<file path="config.mk">
export PLATFORM = sky130hd
export DESIGN_NAME = seq_scan_ctrl
export DESIGN_NICKNAME = d
export VERILOG_FILES = /design/src/rtl/seq_scan_pkg.sv /design/src/rtl/seq_win_det.sv /design/src/rtl/seq_scan_ctrl.sv
export SDC_FILE = /design/constraint.sdc
export NUM_CORES = 1
export LEC_CHECK = 0
export BUFFER_PORTS_ARGS = -buffer_cell sky130_fd_sc_hd__buf_2
export CAP_MARGIN = 25
export CORE_MARGIN = 2
export CORE_UTILIZATION = 40
export CTS_BUF_LIST = sky130_fd_sc_hd__clkbuf_4 sky130_fd_sc_hd__clkbuf_8 sky130_fd_sc_hd__clkbuf_16
export DETAILED_ROUTE_END_ITERATION = 12
export GPL_TIMING_DRIVEN = 0
export PLACE_DENSITY = 0.67
export SLEW_MARGIN = 10
export SYNTH_ARGS = -nofsm -noshare
export SYNTH_HDL_FRONTEND = slang
export SYNTH_SLANG_ARGS = --single-unit
export TNS_END_PERCENT = 20
</file>
<file path="constraint.sdc">
create_clock -name clk -period 7.2 [get_ports clk]
set_clock_uncertainty 0.2 [all_clocks]
set_input_delay 1.08 -clock clk [delete_from_list [all_inputs] [get_ports clk]]
set_output_delay 1.08 -clock clk [all_outputs]
set_load 0.01 [all_outputs]
</file>
<file path="src/rtl/seq_scan_pkg.sv">
`default_nettype none
// ============================================================================
//  Module   : seq_scan_pkg
//  Purpose  : Shared types and default constants for the word-to-serial
//             sequence scanner (seq_scan_ctrl and its detector core).
//  Contents : state_t  - controller state encoding (2 bits)
//             DEF_*    - default word width, pattern, pattern length and
//                        match counter width
//  Revision : 1.0 - initial release
// ============================================================================
package seq_scan_pkg;

  // Controller states, explicitly encoded.
  typedef enum logic [1:0] {
    IDLE   = 2'd0,
    SHIFT  = 2'd1,
    DRAIN  = 2'd2,
    REPORT = 2'd3
  } state_t;

  // Default configuration: 16-bit words, detect 11101 (first bit = MSB).
  localparam int         DEF_DW   = 16;
  localparam int         DEF_PLEN = 5;
  localparam logic [4:0] DEF_PAT  = 5'b11101;
  localparam int         DEF_CW   = 8;

endpackage : seq_scan_pkg
`default_nettype wire

</file>
<file path="src/rtl/seq_win_det.sv">
`default_nettype none
// ============================================================================
//  Module   : seq_win_det
//  Purpose  : Moore serial pattern detector. Keeps a sliding window of the
//             last PLEN shifted bits plus a saturating fill count, and flags
//             when the window is full and equals PAT. Overlapping matches are
//             found because the window is never cleared on a hit.
//  Ports    : clk      - clock, rising edge
//             rst      - synchronous active-high reset
//             clr      - synchronous history clear (window + fill)
//             shift_en - shift bit_in into the window this cycle
//             bit_in   - serial data bit
//             det      - window full and equal to PAT (registered state only,
//                        so it refers to the bit shifted one edge earlier)
//  Revision : 1.0 - initial release
// ============================================================================
module seq_win_det
  import seq_scan_pkg::*;
#(
  parameter int              PLEN = DEF_PLEN,
  parameter logic [PLEN-1:0] PAT  = DEF_PAT
) (
  input  logic clk,
  input  logic rst,
  input  logic clr,
  input  logic shift_en,
  input  logic bit_in,
  output logic det
);

  // Fill counter must be able to hold the value PLEN itself.
  localparam int FW = $clog2(PLEN + 1);

  logic [PLEN-1:0] win;
  logic [FW-1:0]   fill;

  always_ff @(posedge clk) begin
    if (rst || clr) begin
      win  <= '0;
      fill <= '0;
    end else if (shift_en) begin
      // Newest bit enters at the LSB so the oldest bit lines up with PAT MSB.
      win <= {win[PLEN-2:0], bit_in};
      if (fill != FW'(PLEN)) begin
        fill <= fill + 1'b1;
      end
    end
  end

  // Gating on fill prevents a false hit while fewer than PLEN bits are known.
  assign det = (fill == FW'(PLEN)) && (win == PAT);

endmodule : seq_win_det
`default_nettype wire

</file>
<file path="src/rtl/seq_scan_ctrl.sv">
`default_nettype none
// ============================================================================
//  Module   : seq_scan_ctrl
//  Purpose  : Accepts parallel words over valid/ready, streams each word
//             MSB-first into seq_win_det, counts the matches that end inside
//             the word, records the first match position and returns the
//             result over a second valid/ready handshake.
//  Ports    : clk, rst    - clock (rising edge), synchronous active-high reset
//             in_valid    - input word valid
//             in_ready    - word accepted (high only in IDLE)
//             in_data     - word to scan, bit DW-1 scanned first
//             clear_hist  - sampled with the word: clear detector history
//             out_valid   - result valid (REPORT)
//             out_ready   - consumer accepts result
//             match_cnt   - saturating count of matches ending in this word
//             first_pos   - scan index of the bit completing the first match
//             hit_any     - at least one match in this word
//             busy        - controller not in IDLE
//  Timing   : word accepted at edge 0 -> out_valid high in cycle DW+2;
//             one word every DW+3 cycles with out_ready held high.
//  Revision : 1.0 - initial release
// ============================================================================
module seq_scan_ctrl
  import seq_scan_pkg::*;
#(
  parameter int              DW   = DEF_DW,
  parameter int              PLEN = DEF_PLEN,
  parameter logic [PLEN-1:0] PAT  = DEF_PAT,
  parameter int              CW   = DEF_CW,
  localparam int             PW   = $clog2(DW)
) (
  input  logic          clk,
  input  logic          rst,
  input  logic          in_valid,
  output logic          in_ready,
  input  logic [DW-1:0] in_data,
  input  logic          clear_hist,
  output logic          out_valid,
  input  logic          out_ready,
  output logic [CW-1:0] match_cnt,
  output logic [PW-1:0] first_pos,
  output logic          hit_any,
  output logic          busy
);

  state_t        state;
  state_t        state_next;

  logic [DW-1:0] shreg;     // remaining bits of the word, next bit at MSB
  logic [PW-1:0] k;         // scan index of the bit presented this cycle

  logic          accept;    // word handshake this cycle
  logic          win_clr;   // clear detector history together with accept
  logic          shift_en;  // present shreg MSB to the core
  logic          det;       // core flag, refers to the bit shifted last edge
  logic          hit_en;    // det is a match credited to the current word
  logic [PW-1:0] hit_pos;   // scan index that det refers to

  // --------------------------------------------------------------------------
  // State register
  // --------------------------------------------------------------------------
  always_ff @(posedge clk) begin
    if (rst) begin
      state <= IDLE;
    end else begin
      state <= state_next;
    end
  end

  // --------------------------------------------------------------------------
  // Next state and control outputs
  // --------------------------------------------------------------------------
  always_comb begin
    state_next = state;
    in_ready   = 1'b0;
    out_valid  = 1'b0;
    busy       = 1'b1;
    accept     = 1'b0;
    win_clr    = 1'b0;
    shift_en   = 1'b0;
    hit_en     = 1'b0;
    hit_pos    = '0;

    case (state)
      IDLE: begin
        in_ready = 1'b1;
        busy     = 1'b0;
        if (in_valid) begin
          accept     = 1'b1;
          win_clr    = clear_hist;
          state_next = SHIFT;
        end
      end

      SHIFT: begin
        shift_en = 1'b1;
        // det lags the shift by one edge: at k it describes bit k-1. At k=0
        // it describes the last bit of the previous word, already credited.
        hit_en   = det && (k != '0);
        hit_pos  = k - 1'b1;
        if (k == PW'(DW - 1)) begin
          state_next = DRAIN;
        end
      end

      DRAIN: begin
        // Extra cycle so the detect flag for the final bit can be sampled.
        hit_en     = det;
        hit_pos    = PW'(DW - 1);
        state_next = REPORT;
      end

      REPORT: begin
        out_valid = 1'b1;
        if (out_ready) begin
          state_next = IDLE;
        end
      end

      default: begin
        state_next = IDLE;
      end
    endcase
  end

  // --------------------------------------------------------------------------
  // Datapath: shift register, scan index and match accounting
  // --------------------------------------------------------------------------
  always_ff @(posedge clk) begin
    if (rst) begin
      shreg     <= '0;
      k         <= '0;
      match_cnt <= '0;
      first_pos <= '0;
      hit_any   <= 1'b0;
    end else if (accept) begin
      shreg     <= in_data;
      k         <= '0;
      match_cnt <= '0;
      first_pos <= '0;
      hit_any   <= 1'b0;
    end else begin
      if (shift_en) begin
        shreg <= {shreg[DW-2:0], 1'b0};
        k     <= k + 1'b1;
      end
      if (hit_en) begin
        if (match_cnt != {CW{1'b1}}) begin
          match_cnt <= match_cnt + 1'b1;
        end
        if (!hit_any) begin
          first_pos <= hit_pos;
        end
        hit_any <= 1'b1;
      end
    end
  end

  // --------------------------------------------------------------------------
  // Pattern detector core
  // --------------------------------------------------------------------------
  seq_win_det #(
    .PLEN (PLEN),
    .PAT  (PAT)
  ) u_win_det (
    .clk      (clk),
    .rst      (rst),
    .clr      (win_clr),
    .shift_en (shift_en),
    .bit_in   (shreg[DW-1]),
    .det      (det)
  );

endmodule : seq_scan_ctrl
`default_nettype wire
</file>
Word-level counts from Yosys, hierarchy flattened
Cells that the tools add are included.
{"block": "classes", "n_addsub": 4, "n_mux": 16, "bitwise": 1, "n_eq_ne": 11, "n_reduce_logical": 11}
{"operator": "two-way mux 16 bit", "count": 2}
{"operator": "adder 8 x 1 -> 8 bit, second input constant", "count": 1}
{"operator": "two-way mux 1 bit", "count": 8}
{"operator": "inequality test 8 bit, second input constant", "count": 1}
{"operator": "case mux 2 bit (4 select lines)", "count": 1}
{"operator": "case mux 4 bit (2 select lines)", "count": 1}
{"operator": "two-way mux 2 bit", "count": 3}
{"operator": "inequality test 2 bit, second input constant", "count": 3}
{"operator": "AND reduction 2 bit", "count": 3}
{"operator": "equality test 5 bit, second input constant", "count": 1}
{"operator": "adder 4 x 1 -> 4 bit, second input constant", "count": 1}
{"operator": "equality test 2 bit, second input constant", "count": 2}
{"operator": "equality test 4 bit, second input constant", "count": 1}
{"operator": "nonzero test 4 bit", "count": 1}
{"operator": "subtractor 4 x 1 -> 4 bit, second input constant", "count": 1}
{"operator": "adder 3 x 1 -> 3 bit, second input constant", "count": 1}
{"operator": "equality test 3 bit, second input constant", "count": 1}
{"operator": "inequality test 3 bit, second input constant", "count": 1}
{"operator": "AND reduction 3 bit", "count": 1}
{"operator": "equality test 2 x 1 -> 1 bit, second input constant", "count": 1}
{"operator": "logical AND 1 bit", "count": 2}
{"operator": "zero test 2 bit", "count": 1}
{"operator": "case mux 1 bit (2 select lines)", "count": 1}
{"operator": "nonzero test 2 bit", "count": 1}
{"operator": "3 further kinds", "count": 3}
{"block": "word_totals", "inputBits": 21, "word_cells": 51, "regBits": 43, "output_inout_bits": 16}

Logic depth before layout (Yosys ltp)
{"block": "depth", "depth_word": 5, "depth_mapped": 9, "ltp_nobuf": 6}

By module
A second synthesis with hierarchy kept.
{"block": "unflattened", "hier_cells": 226, "hier_area_um2": 2120.8}
{"module": "seq_scan_ctrl", "n_inst": 1, "seq_area_each_um2": 700.7, "cells_per_inst": 189, "area_per_inst_um2": 1720.4}
{"module": "seq_win_det", "n_inst": 1, "seq_area_each_um2": 160.2, "cells_per_inst": 37, "area_per_inst_um2": 400.4}

Worst setup path after synthesis
OpenSTA, ideal clock, no wires.
{"block": "synth_timing", "path_kind": "register -> register", "start": "register state[0]", "end": "register match_cnt[2]", "period_less_slack_ns": 2.360, "path_buffers": 2, "setup_ns": 0.135, "stages_incl_launch_ff": 9, "required_ns": 6.865, "slack_ns": 4.840, "t_arrival_ns": 2.025, "path_cell_list": "dfxtp_1 inv_1 ha_1 nand4_1 or4_1 buf_2 buf_2 o311ai_0 o41ai_1"}
{"block": "synth_via", "elab_chain_len": 3, "elab_cells_between_ends": 7, "classes_between": "eq/ne: 2; mux: 2; reduce/logical: 3"}
{"element": "start, declared", "line_no": "seq_scan_ctrl.sv:46", "source": "state_t state;"}
{"element": "start signal, assigned", "line_no": "seq_scan_ctrl.sv:66", "source": "state <= state_next;"}
{"element": "equality test 2 bit (tied with other cells)", "line_no": "seq_scan_ctrl.sv:84", "source": "case (state)"}
{"element": "case mux 1 bit (2 select lines) / two-way mux 1 bit (equally long branches)", "line_no": "seq_scan_ctrl.sv:84"}
{"element": "AND reduction 2 bit (no line) / OR reduction 2 bit (equally long branches)"}
{"element": "end signal, assigned", "line_no": "seq_scan_ctrl.sv:149", "source": "match_cnt <= match_cnt + 1'b1;"}
{"element": "end, declared", "line_no": "seq_scan_ctrl.sv:40", "source": "output logic [CW-1:0] match_cnt,"}
Several ways; a longest one is shown, not always the timed one.
A chain may end at the register's enable or synchronous reset.

Final worst setup path
{"block": "layout_timing", "start": "register state[0]", "end": "output port busy"}
{"block": "layout_via", "elab_chain_len": 2}
{"element": "zero test 2 bit", "line_no": "seq_scan_ctrl.sv:84"}
{"element": "two-way mux 1 bit", "line_no": "seq_scan_ctrl.sv:84"}
{"element": "end, declared", "line_no": "seq_scan_ctrl.sv:43", "source": "output logic busy"}
No other way between the ends.

==> metrics.md <==
| Metric | Value |
|---|---|
| Synth unique cells | 33 |
| Register share of total power | 0.392 |
| Critical Path RT | 5.92 ns |
| Period utilisation layout | 0.3648 |
| Final setup violation count | 0 |
| Htree depth | 2 |
| DRC Markers | 0 |
| Placed Area | 0.002297 mm² |
| Synth area leaders | dfxtp_1, mux2i_1, a211oi_1, ha_1, nor2_1 |
| Ys async rst share | 0 |
| Crit path launch type | register |
| Post-synth top area share | 0.4234 |
| Fin crit period | 2.627 ns |
| YS warnings | 0 |
| Sw frac | 0.3526 |
| Total GRT Usage | 0.1624 |
| Slew Limit Headroom | 0.3990 |
| Syn Area/Cell | 9.117 µm² |
| Internal | 518.6 µW |
| Final #Nets | about 300 |
| First-pass GRT wire length | 7093 µm |
| Leak | 0.9557 nW |
| Detailed-route vias per instance | 5.177 |
| Worst VDD drop | 0.0001655 V |
| EDFF count, synth | 0 |
| Die Y | 75.30 µm |
| Area Growth Syn to Fin | 18.77% |
| Maximum clock path buffer count | 2 |
| Initial DRC Count | 59 |
| Root Buffer | clkbuf_8 |
| RSZ-0062 raised after global routing | false |
| Synth Instances | 223 |
| Vias in the first global route | roughly 1,500 |
| Die area | 0.005669 mm² |
| Sum Neg Setup Slack | 0 ns |
| Synthesis-stage register bit count | 43 |
| Worst path buffer plus inverter count | 3 |
| Die Span X | 75.30 µm |
| Least-Margin Pin Slew | 0.8932 ns |
| DR vias | roughly 1,700 |
| Seq/Total Area, Yosys | 0.4234 |
| Worst setup EP type | output port |
| Hold-fix buffers, CTS | 0 |
| Clk pwr share | 0.244 |
| DR pass1 iterations | 4 |
| Overflow after GRT | 0 |
| Crit path max fanout | 7 |
| Initial antenna violation count | 0 |
| Total I/O pin count | 37 |
| CORE AREA | roughly 0.0048 mm² |
| Routability cong. | 0.7435 |
| Reg clk slew, reported paths | 0.08 ns |
| WP data arrival | ~1.4 ns |
| Crit-path max cell delay | 0.35 ns |
| Final Hold Fails | 0 |
| F_max | 0.3807 GHz |
| Max cap viols | 0 |
| Input/output buffers | 36 |
| Clock Latency Late Sink | 0.29 ns |
| Row count | 25 |
| Hold Crit Class | reg -> reg |
| Worst-path cell chain | inv_1 > ha_1 > inv_1 > buf_2 |
| Top FF cell, synth | dfxtp_1 |
| Slew Viols, Final | 0 |
| Power Density | around 330 mW/mm² |
| Yosys top cell by area | dfxtp_1 |
| Comb pwr share | 0.364 |
| Fill cells | 465 |
| Layout cell share with drive strength beyond 1 | 0.1873 |
| Run status | finished, final reports clean |
| Post-route ant nets | 0 |
| Syn Std Cell Area | 0.002033 mm² |
| Most used cell, CP | inv_1 |
| CP max-delay cell | dfxtp_1 |
| Kind of critical path | reg -> out |
| Ant diodes | 0 |
| Post-cts gate resize count | 0 |
| CP top delay family | flip-flops |
| TritonCTS Buffers | 5 |
| WL final | 4280 µm |
| Wire per inst | 12.81 µm |
| Detailed Place HPWL | 2994 µm |
| Synth Net Count | 255 |
| Starting Density | 0.4221 |
| TritonCTS clock tree | yes |
| Largest net degree at the start of global routing | 14 |
| Net Switching | 282.5 µW |
| Num Clock Sinks | 43 |
| Cell area after layout | 0.002415 mm² |
| Post-CTS Setup Inserts | 0 |
[tightest hold or removal path: stages (launching register included)]
cell and delay, ns:
dfxtp_1 0.32, nand3b_1 0.08, a21oi_1 0.06
[metrics by stage]
step	power, mW	utilization	setup WS [ns]	instances	hold WS (ns)
5_1_grt	0.8645	0.5013	4.446	334	0.3301
3_5_place_dp	0.6116	0.4769	4.546	326	0.2857
6_report	0.8012	0.5013	4.573	334	0.2983
4_1_cts	0.8090	0.5013	4.577	334	0.3001
2_1_floorplan	0.5403	-	4.840	223	0.2608
3_3_place_gp	0.6074	0.4769	4.565	326	0.2725
[power groups by stage]
stage	Sequential, mW	Combinational (mW)	Clock, mW
4_1_cts	0.315	0.294	0.200
3_5_place_dp	0.320	0.291	0
3_3_place_gp	0.318	0.289	0
2_1_floorplan	0.312	0.229	0
5_1_grt	0.322	0.332	0.211
6_report	0.314	0.291	0.195
[state kept, by name (all words and copies together), names as in the netlist]
signal          count
first_pos           4
hit_any             1
k                   4
match_cnt           8
shreg              16
state               2
u_win_det.fill      3
u_win_det.win       5
[logic make-up after synthesis]
logic type / synth area share
xor gates and xnor gates: 0.02585
AOI/OAI and AO/OA: 0.1637
DFF: 0.4234
buffers and inverters: 0.04862
adders and majority gates: 0.06769
and+or+nand+nor: 0.1576
muxes: 0.1132
[synth_stat cells, types with 4 or more instances]
master,n
dfxtp_1,43
nor2_1,31
mux2i_1,23
a211oi_1,20
a21oi_1,19
ha_1,11
inv_1,11
clkbuf_1,7
nand2_1,7
nand3_1,6
or4_1,5
xor2_1,5
buf_2,4
[cells in the final DEF (no fill, tap or decap), drive strengths merged]
cell,count
and2,1
a31o,1
xnor2,1
a211oi,20
o21ai,2
o31ai,2
or3,1
nor4b,2
o41ai,3
o311ai,1
and4b,1
nor4,1
nand4,3
nand3,6
bufinv,1
nor2,31
nor3,2
mux2i,23
nand2b,2
dfxtp,43
ha,11
xor2,5
clkinv,1
buf,43
nand4b,1
or4,5
a222oi,1
inv,11
nand2,7
a311oi,1
a21oi,19
nand3b,1
or2,1
clkbuf,13
[cell type report]
type	count	area [µm²]	area share
Inverter	11	41.29	0.01710
Buffer	14	57.56	0.02383
Tap cell	67	83.83	0.03471
Clock buffer	6	82.58	0.03420
Multi-Input combinational cell	155	1074	0.4446
Sequential cell	43	860.8	0.3565
Clock inverter	2	35.03	0.01451
Timing Repair Buffer	36	180.2	0.07461
[per-layer routing]
metal  GRT usage  vias to the layer above  wire length [µm]
li1            -                      887                 -
met1      0.2238                      797              2142
met2      0.2454                       39              1861
met3     0.04497                        6               217
met4     0.05653                        0                59
met5           0                        -                 0
[worst paths after layout]
check / startpoint / to / slack [ns] / depth (start not counted)
worst min register to register: shreg[0] / shreg[0] / 0.30 / 2
worst min-delay path: shreg[0] / shreg[0] / 0.30 / 2
worst max-delay path: state[0] / busy / 4.57 / 4
worst max register to register: state[0] / match_cnt[2] / 4.62 / 8
No activity file was read; power rests on OpenSTA's default activity.
